<file path="src/rtl/csa_pkg.sv">
`default_nettype none
// ============================================================================
// Module   : csa_pkg
// Purpose  : Shared state encoding and index-width helper for csa_sub_seq.
// Revision : 1.0  initial release
// ============================================================================
package csa_pkg;

    localparam logic [1:0] ST_IDLE = 2'd0;
    localparam logic [1:0] ST_RUN  = 2'd1;
    localparam logic [1:0] ST_DONE = 2'd2;

    typedef enum logic [1:0] {
        S_IDLE = ST_IDLE,
        S_RUN  = ST_RUN,
        S_DONE = ST_DONE
    } state_t;

    // ceil(log2(n)), never less than one bit so a single-block index still exists
    function automatic int clog2_min1(input int n);
        int w;
        w = 1;
        while ((1 << w) < n) begin
            w = w + 1;
        end
        return w;
    endfunction

endpackage
`default_nettype wire

</file>
<file path="src/rtl/csa_sub_block.sv">
`default_nettype none
// ============================================================================
// Module   : csa_sub_block
// Purpose  : One M-bit carry-select slice: both carry-in sums, then a 2:1 pick.
// Revision : 1.0  initial release
// ============================================================================
module csa_sub_block #(
    parameter int M = 6
) (
    input  logic [M-1:0] a,
    input  logic [M-1:0] nb,
    input  logic         cin,
    output logic [M-1:0] s,
    output logic         cout
);

    logic [M:0] w_sum0;
    logic [M:0] w_sum1;

    assign w_sum0 = {1'b0, a} + {1'b0, nb};
    assign w_sum1 = {1'b0, a} + {1'b0, nb} + {{M{1'b0}}, 1'b1};

    assign s    = cin ? w_sum1[M-1:0] : w_sum0[M-1:0];
    assign cout = cin ? w_sum1[M]     : w_sum0[M];

endmodule
`default_nettype wire

</file>
<file path="src/rtl/csa_sub_seq.sv">
`default_nettype none
// ============================================================================
// Module   : csa_sub_seq
// Purpose  : Sequential carry-select subtractor, Diff = A - B, one block/clock.
// Revision : 1.0  initial release
// ============================================================================
module csa_sub_seq
    import csa_pkg::*;
#(
    parameter int WIDTH = 18,
    parameter int M     = 6
) (
    input  logic             clk,
    input  logic             rst,
    input  logic             start,
    input  logic [WIDTH-1:0] A,
    input  logic [WIDTH-1:0] B,
    output logic             busy,
    output logic             done,
    output logic [WIDTH-1:0] Diff,
    output logic             B_out
);

    localparam int NBLK = WIDTH / M;
    localparam int IW   = clog2_min1(NBLK);
    localparam logic [IW-1:0] LAST_IDX = IW'(NBLK - 1);

    state_t state_q, state_d;

    logic [NBLK-1:0][M-1:0] a_q;
    logic [NBLK-1:0][M-1:0] b_q;
    logic [NBLK-1:0][M-1:0] diff_q;
    logic [IW-1:0]          idx_q;
    logic                   carry_q;
    logic                   bout_q;

    logic [M-1:0] w_blk_a;
    logic [M-1:0] w_blk_nb;
    logic [M-1:0] w_blk_s;
    logic         w_blk_cout;

    assign w_blk_a  = a_q[idx_q];
    assign w_blk_nb = ~b_q[idx_q];

    // Single slice reused for every block; idx_q selects which one it sees
    csa_sub_block #(
        .M (M)
    ) u_blk (
        .a    (w_blk_a),
        .nb   (w_blk_nb),
        .cin  (carry_q),
        .s    (w_blk_s),
        .cout (w_blk_cout)
    );

    always_comb begin
        state_d = state_q;
        case (state_q)
            S_IDLE:  if (start) state_d = S_RUN;
            S_RUN:   if (idx_q == LAST_IDX) state_d = S_DONE;
            S_DONE:  state_d = S_IDLE;
            default: state_d = S_IDLE;
        endcase
    end

    always_ff @(posedge clk) begin
        if (rst) begin
            state_q <= S_IDLE;
            a_q     <= '0;
            b_q     <= '0;
            diff_q  <= '0;
            idx_q   <= '0;
            carry_q <= 1'b0;
            bout_q  <= 1'b0;
        end else begin
            state_q <= state_d;
            case (state_q)
                S_IDLE: begin
                    if (start) begin
                        a_q     <= A;
                        b_q     <= B;
                        idx_q   <= '0;
                        carry_q <= 1'b1;   // the +1 of A + ~B + 1
                    end
                end
                S_RUN: begin
                    diff_q[idx_q] <= w_blk_s;
                    carry_q       <= w_blk_cout;
                    idx_q         <= idx_q + IW'(1);
                    if (idx_q == LAST_IDX) begin
                        bout_q <= ~w_blk_cout;
                    end
                end
                default: ;
            endcase
        end
    end

    assign busy  = (state_q != S_IDLE);
    assign done  = (state_q == S_DONE);
    assign Diff  = diff_q;
    assign B_out = bout_q;

endmodule
`default_nettype wire

</file>
<file path="config.mk">
export PLATFORM = sky130hd
export DESIGN_NAME = csa_sub_seq
export DESIGN_NICKNAME = d
export VERILOG_FILES = /design/src/rtl/csa_pkg.sv /design/src/rtl/csa_sub_block.sv /design/src/rtl/csa_sub_seq.sv
export SDC_FILE = /design/constraint.sdc
export NUM_CORES = 1
export LEC_CHECK = 0
export ABC_AREA = 0
export CORE_AREA = 2 2 78 80
export CTS_CLUSTER_SIZE = 14
export DETAILED_ROUTE_END_ITERATION = 10
export DIE_AREA = 0 0 80 82
export HOLD_SLACK_MARGIN = 0.12
export PLACE_DENSITY = 0.77
export SLEW_MARGIN = 20
export SYNTH_ARGS = -nofsm -noshare
export SYNTH_HDL_FRONTEND = slang
export SYNTH_SLANG_ARGS = --single-unit
</file>
<file path="constraint.sdc">
create_clock -name clk -period 3.5 [get_ports clk]
set_input_delay 1.05 -clock clk [delete_from_list [all_inputs] [get_ports clk]]
set_output_delay 1.05 -clock clk [all_outputs]
set_load 0.005 [all_outputs]
</file>
==> flow_summary.ini, run 1 <==
[status]
outcome = finished clean

[drt]
viasPerCell = 5.11
ant_nets = 0
drt_iter0_drc = 106
wl_um = 5950
wl_per_cell_um = 12.6
drtPass1Iterations = 4
vias = 2422
drc = 0

[finish]
nNetsFinal = 445
final.fill_count = 527
regArea_um2 = 1200
areaGrowthSynthToFinish_pct = 29.9
multiInputGateArea_um2 = 1480
diodes = 0
drive_gt1_share_pct = 8.02

[sta]
maxSlewHeadroom_pct = 27.8
worstMarginPinSlew_ns = 1.08
slew_viol_final = 0
rsz0062_at_grt = false
fmax_ghz = 0.331
finalSetupTns_ns = 0
fin_crit_ns = 3.02
fin_skew_ns = 0.00643
hold_violations = 0
setup_viol = 0
finalCritPeriodShare_pct = 86.4

[critical_path]
r2r_end = carry_q$_SDFFE_PP0P_
cp.arrival_ns = 3.25
crit_path_end_kind = flop
cp-start-kind = flop
crit_type = reg2reg
reg2reg_from = idx_q[1]$_SDFFE_PP0P_
ff2ff_setup_slack_ns = 0.48
required_ns = 3.73
reg2reg_depth = 11
path_max_fanout = 10

[min_path]
min_path_cells = 2
hp-start = b_q[17]$_SDFFE_PP0P_
hold_class = reg2reg
hold_end = b_q[17]$_SDFFE_PP0P_

[clocking]
cts_resized = 0
cts.path.max_buffers = 2
htreeDepth = 3
cts_hold_buf = 0
cts_tree = built
postCtsSetupRepairBufs = 0
clkLatencyLatePin_ns = 0.34
cts_num_sinks = 60
cts_root_buf = clkbuf_8
numCtsBuffers = 9
cts.reportedPaths.clkPinSlew_ns = 0.06

[grt]
grt_max_degree = 61
grt_util_met2_pct = 33.6
busiest_layer = met2
overflow = 0
grt_usage_pct = 19.8
grt_util_met1_pct = 23.3
antenna_found_initial = 0
grt_pass1_wl_um = 9980
grt_use_met3_pct = 5.16
grt_pass1_vias = 2224

[power_and_ir_drop]
power.total_uw = 1700
ir_drop_uv = 261
static-leakage-power_uw = 0.00131
p_per_area_nw_per_um2 = 472

[placed_design]
io_buffers = 59
hpwl_um = 4490
routabilityCongestion = 0.783

[yosys]
yosys.area.top_type = dfxtp_1
yosys.area.top_type_share_pct = 43.2
ys_types = 39
synth_area_leaders = dfxtp_1, nand2_1, a21oi_1, mux2i_1, nor2_1
yosysMostFrequentCell = nand2_1
syn_inst = 340
ys_ff_latch = 60
postSynth.asyncResetShare_pct = 0
synthesis.nets = 390
avgSynthCellArea_um2 = 8.17
seq_area_frac_synth_pct = 43.2
netlist_top_cells_count = nand2_1, dfxtp_1, a21oi_1
yosysWarnings = 0
synth_ff_type = dfxtp_1
synth_area_um2 = 2780
synth_edf_count = 0

[floorplan]
die_x_um = 80
initial_core_util_pct = 48.4
rows = 28
ios = 60
die-area_um2 = 6560
die_h_um = 82
core_area_um2 = 5750

[flow_run]
maxCapViolations = 0
[registers in the layout (all words and copies together), names as in the netlist]
| name | cells |
|---|---|
| B_out | 1 |
| Diff | 18 |
| a_q | 18 |
| b_q | 18 |
| carry_q | 1 |
| idx_q | 2 |
| state_q | 2 |
[routing by layer]
metal / share of wire, % / wire length [um]
met5: 0 / 0
met4: 1.9 / 114
met3: 3.7 / 221
met2: 48 / 2860
met1: 46 / 2750
[metrics by stage]
step	area (um2)	cells	util, %	hold slack, ns	setup slack (ns)
2_1_floorplan	2780	340	-	0.436	0.485
3_3_place_gp	3420	459	59.6	0.445	0.622
3_5_place_dp	3420	459	59.6	0.448	0.470
4_1_cts	3610	474	62.8	0.456	0.458
5_1_grt	3610	474	62.8	0.475	0.269
6_report	3610	474	62.8	0.454	0.476
[cells in the final DEF (no fill, tap or decap), types with 6 or more instances in the layout]
| cell | netlist | routed |
|---|---|---|
| nor2_1 | 35 | 35 |
| o21ai_0 | 6 | 6 |
| buf_4 | 0 | 6 |
| ha_1 | 10 | 10 |
| a211oi_1 | 11 | 11 |
| mux2i_1 | 16 | 16 |
| a21oi_1 | 47 | 47 |
| dfxtp_1 | 60 | 60 |
| clkdlybuf4s50_1 | 0 | 58 |
| clkbuf_8 | 0 | 13 |
| nand2_1 | 86 | 86 |
[critical path: stages, from the launching register on]
cell and delay (ns):
dfxtp_1 0.54, nor2_1 0.12, buf_4 0.19, nand2_1 0.07
o21ai_0 0.09, ha_1 0.23, fa_1 0.53, ha_1 0.15
nand2_1 0.10, nor4b_4 0.41, a311oi_1 0.17, a2111oi_2 0.31
[cells by family after synthesis]
group	count (synthesis)	share of synthesized area [%]
XOR/XNOR	6	1.89
adder cells (fa/ha/maj)	11	5.22
multiplexers	16	5.76
buffers and inverters	25	3.47
AO/OA/AOI/OAI	80	18.2
flip-flops	60	43.2
AND/OR/NAND/NOR	142	22.2
[area by class of cell]
class | count | share of cell area [%]
Clock inverter | 1 | 0.139
Clock buffer | 14 | 5.06
Sequential cell | 60 | 33.3
Multi-Input combinational cell | 255 | 41.0
Inverter | 4 | 0.416
Timing Repair Buffer | 65 | 17.5
Tap cell | 75 | 2.60
[where the power goes]
group | internal [uW] | switching (uW) | total, uW
logic | 179 | 196 | 374
clock network | 329 | 248 | 577
registers | 725 | 26.4 | 751
[how the worst max path moves through the flow]
stage	from	end	slack, ns
3_5_place_dp	idx_q[1]$_SDFFE_PP0P_	carry_q$_SDFFE_PP0P_	0.47
5_1_grt	idx_q[1]$_SDFFE_PP0P_	carry_q$_SDFFE_PP0P_	0.27
4_1_cts	idx_q[1]$_SDFFE_PP0P_	carry_q$_SDFFE_PP0P_	0.46
3_3_place_gp	idx_q[1]$_SDFFE_PP0P_	carry_q$_SDFFE_PP0P_	0.62
2_1_floorplan	idx_q[1]$_SDFFE_PP0P_	carry_q$_SDFFE_PP0P_	0.49
6_report	idx_q[1]$_SDFFE_PP0P_	carry_q$_SDFFE_PP0P_	0.48
No activity file was read; power rests on OpenSTA's default activity.
==> run 2: changes to the inputs <==
- PLACE_DENSITY: 0.77 -> 0.86
==> run 2 against run 1 <==
Net effect:
- sequential share of layout area down 0.32 points
- clock power up 24%
- sequential cell count unchanged
- final cell count down 0.21%
- critical path depth down 1
- clock skew up 0.0033 ns
- register-to-register slack about the same
==> flow_summary.ini, run 2 (synthesis gave the netlist of run 1 again) <==
[clocking]
clkLatencyLatePin_ns = 0.35
cts.reportedPaths.clkPinSlew_ns = 0.06
cts_num_sinks = 60
numCtsBuffers = 9
cts.path.max_buffers = 2
postCtsSetupRepairBufs = 0
htreeDepth = 3
cts_root_buf = clkbuf_8
cts_resized = 0
cts_tree = built
cts_hold_buf = 0

[floorplan]
die-area_um2 = 6560
rows = 28
core_area_um2 = 5750
die_x_um = 80
initial_core_util_pct = 48.4
die_h_um = 82
ios = 60

[critical_path]
required_ns = 3.73
cp-start-kind = flop
crit_type = reg2reg
crit_path_end_kind = flop
cp.arrival_ns = 3.26
path_max_fanout = 12
reg2reg_depth = 10

[sta]
fin_skew_ns = 0.00975
fin_crit_ns = 3.03
hold_ws_ns = 0.454
rsz0062_at_grt = false
maxSlewHeadroom_pct = 28.7
setup_viol = 0
hold_violations = 0
finalCritPeriodShare_pct = 86.5
slew_viol_final = 0
finalSetupTns_ns = 0
fmax_ghz = 0.330
worstMarginPinSlew_ns = 1.07

[placed_design]
placed_cells = 457
io_buffers = 59
routabilityCongestion = 0.816
place_area_um2 = 3410
hpwl_um = 4420

[finish]
areaGrowthSynthToFinish_pct = 31.2
layout_common_cells = nand2_1, dfxtp_1, clkdlybuf4s50_1
diodes = 0
drive_gt1_share_pct = 8.29
final_common_cell = nand2_1
final_cell_area_um2 = 3640
nNetsFinal = 443
final.fill_count = 497
final_cells = 473

[grt]
grt_max_degree = 61
grt_usage_pct = 20.3
grt_pass1_vias = 2342
grt_pass1_wl_um = 10200
antenna_found_initial = 0
overflow = 0

[drt]
wl_per_cell_um = 13.2
wl_um = 6270
drt_iter0_drc = 129
drc = 0
viasPerCell = 5.24
vias = 2478
drtPass1Iterations = 4
ant_nets = 0

[power_and_ir_drop]
static-leakage-power_uw = 0.00132
ir_drop_uv = 342
p_per_area_nw_per_um2 = 507

[min_path]
hold_class = reg2reg
min_path_cells = 2

[flow_run]
maxCapViolations = 0

[status]
outcome = finished clean
run 2: changes by cell type in the layout (fill, tap and decap cells not counted):
cell	change
buf_4	-2
clkinv_4	+1
clkinvlp_4	+2
nor2_2	+1
bufinv_16	+2
nor2_1	-1
clkinv_2	-1
clkbuf_8	-2
clkbuf_1	-1
run 2: critical path, cell delays in order (launching register included):
cell       delay (ns)
dfxtp_1          0.33
inv_1            0.08
nor2_2           0.39
a21oi_1          0.15
ha_1             0.26
fa_1             0.53
ha_1             0.16
nand2_1          0.11
nor4b_4          0.44
a311oi_1         0.18
a2111oi_2        0.30
run 2: report_power, final:
part | internal [uW] | switching [uW] | leakage [uW]
combinational | 178 | 205 | 0.000712
sequential | 725 | 25.1 | 0.000491
clock | 440 | 276 | 0.000112
total | 1340 | 506 | 0.00132
run 2: routing by layer:
layer  share of wire [%]  up-vias  global-route usage, %
met5                   0        -                      0
met4                 2.7        0                   12.2
met3                 4.2       15                   4.18
met2                  50       73                   35.5
met1                  43     1126                   22.9
li1                    -     1264                      -
run 2: cell type report:
class / count / area [um2] / share of cell area (%)
inverters: 4 / 15.0 / 0.412
clock inverters: 5 / 83.8 / 2.30
well taps: 75 / 93.8 / 2.57
flip-flops and latches: 60 / 1200 / 33.0
multi-input cells: 255 / 1480 / 40.7
repair buffers: 63 / 616 / 16.9
clock buffers: 11 / 151 / 4.15
run 2: worst paths after layout:
kind                            slack, ns                   from                    to
worst max-delay path                 0.47  idx_q[0]$_SDFFE_PP0P_  carry_q$_SDFFE_PP0P_
worst min-delay path                 0.45   b_q[14]$_SDFFE_PP0P_  b_q[14]$_SDFFE_PP0P_
worst max register to register       0.47  idx_q[0]$_SDFFE_PP0P_  carry_q$_SDFFE_PP0P_
worst min register to register       0.45   b_q[14]$_SDFFE_PP0P_  b_q[14]$_SDFFE_PP0P_
run 2: stage by stage:
stage                     setup slack [ns]  utilization (%)  total power, uW
after floorplan                      0.485                -             1010
after global placement               0.472             59.3             1130
after detailed placement             0.285             59.3             1140
after CTS                            0.273             63.4             1860
after global routing                 0.189             63.4             1940
final                                0.474             63.4             1850
==> run 3: changes to the inputs <==
- GPL_TIMING_DRIVEN: default -> 0
==> run 3 against run 2 <==
Net effect:
- combinational power is 1% higher
- sequential power hardly changed
- wire length increased by 3.4%
- fmax down 6.7%
- final cell count is 3.4% higher
- hold slack hardly changed
- cell area grew 0.86%
- die area stayed put
- first-iteration DRC count down 9.3%
- clock power down 2.9%
- total power is 0.92% lower
- critical path depth is 1 higher
- critical endpoint unchanged
==> flow_summary.ini, run 3 (synthesis gave the netlist of run 1 again) <==
[power_and_ir_drop]
power.total_uw = 1830
p_int_uw = 1320
p_per_area_nw_per_um2 = 498
static-leakage-power_uw = 0.00133
ir_drop_uv = 350
clockPowerShare_pct = 37.9
combinationalPowerShare_pct = 21.2
power.share.sequential_pct = 40.9
p_sw_share_pct = 27.7
p_switching_uw = 508

[grt]
overflow = 0
grt_pass1_vias = 2369
antenna_found_initial = 0
grt_usage_pct = 20.8
grt_pass1_wl_um = 10400
grt_max_degree = 11

[finish]
drive_gt1_share_pct = 7.00
fin_util_pct = 64.0
nNetsFinal = 459
final_cell_area_um2 = 3680
diodes = 0
final.fill_count = 494
final_common_cell = nand2_1
layout_common_cells = nand2_1, dfxtp_1, clkdlybuf4s50_1
areaGrowthSynthToFinish_pct = 32.3

[critical_path]
crit_slowest_cell = fa_1
cp.arrival_ns = 3.48
slowest_delay_ns = 0.54
path_max_fanout = 10
crit_type = reg2reg
cp-start-kind = flop
cp_top_family = adder cells
crit_buf_inv = 2
crit_top_cell = ha_1
crit_path_end_kind = flop
required_ns = 3.74
crit_chain = inv_1 > nor2_1 > clkbuf_2 > a21oi_1 > ha_1 > fa_1 > ha_1 > nand2_1 > nor4b_4 > a311oi_1 > a2111oi_2

[clocking]
htreeDepth = 3
clkLatencyLatePin_ns = 0.35
numCtsBuffers = 9
cts_root_buf = clkbuf_8
postCtsSetupRepairBufs = 0
cts.path.max_buffers = 2
cts.reportedPaths.clkPinSlew_ns = 0.07
cts_tree = built
cts_num_sinks = 60
cts_resized = 0
cts_hold_buf = 0

[sta]
maxSlewHeadroom_pct = 65.4
fmax_ghz = 0.308
hold_ws_ns = 0.454
slew_viol_final = 0
rsz0062_at_grt = false
worstMarginPinSlew_ns = 0.518
fin_crit_ns = 3.24
fin_skew_ns = 0.00665
finalSetupTns_ns = 0
setup_viol = 0
hold_violations = 0
finalCritPeriodShare_pct = 92.7

[drt]
wl_um = 6480
drt_iter0_drc = 117
wl_per_cell_um = 13.2
ant_nets = 0
vias = 2532
drtPass1Iterations = 4
viasPerCell = 5.18
drc = 0

[placed_design]
io_buffers = 58
place_area_um2 = 3450
hpwl_um = 4950
routabilityCongestion = 0.832

[floorplan]
ios = 60
die_h_um = 82
core_area_um2 = 5750
initial_core_util_pct = 48.4
rows = 28
die_x_um = 80
die-area_um2 = 6560

[min_path]
hold_class = reg2reg

[flow_run]
maxCapViolations = 0

[status]
outcome = finished clean
-- run 3: routing by layer --
| layer | global-route usage, % | share of wire [%] |
|---|---|---|
| met5 | 0 | 0 |
| met2 | 36.1 | 49 |
| met3 | 5.71 | 4.3 |
| met4 | 9.83 | 2.9 |
| met1 | 23.8 | 44 |
-- run 3: power by group through the flow --
stage / sequential [uW] / combinational (uW) / clock (uW)
6_report: 750 / 388 / 695
5_1_grt: 754 / 427 / 737
4_1_cts: 750 / 388 / 698
3_5_place_dp: 765 / 384 / 0
3_3_place_gp: 763 / 370 / 0
2_1_floorplan: 760 / 251 / 0
-- run 3: area by class of cell --
type,count,area [um2],share of cell area (%)
inverters,4,15.0,0.408
clock inverters,4,72.6,1.97
flip-flops and latches,60,1200,32.7
repair buffers,58,581,15.8
clock buffers,12,145,3.95
well taps,75,93.8,2.55
plain buffers,21,86.3,2.35
multi-input cells,255,1480,40.3
-- run 3: per-stage QoR --
| stage | std cells | setup slack, ns |
|---|---|---|
| 2_1_floorplan | 340 | 0.485 |
| 5_1_grt | 489 | 0.00000311 |
| 6_report | 489 | 0.257 |
| 3_5_place_dp | 473 | 0.117 |
| 3_3_place_gp | 473 | 0.196 |
| 4_1_cts | 489 | 0.0604 |
-- run 3: path summary, 6_finish.rpt --
kind | end | slack, ns | start | depth (start not counted)
setup / recovery | carry_q$_SDFFE_PP0P_ | 0.26 | idx_q[0]$_SDFFE_PP0P_ | 11
hold / removal | b_q[4]$_SDFFE_PP0P_ | 0.45 | b_q[4]$_SDFFE_PP0P_ | 2
setup reg to reg | carry_q$_SDFFE_PP0P_ | 0.26 | idx_q[0]$_SDFFE_PP0P_ | 11
hold reg to reg | b_q[4]$_SDFFE_PP0P_ | 0.45 | b_q[4]$_SDFFE_PP0P_ | 2
-- run 3: worst min-delay path, cell delays in order, from the launching register on --
cell and delay [ns]:
dfxtp_1 0.31, nand2_1 0.05, a21oi_1 0.05
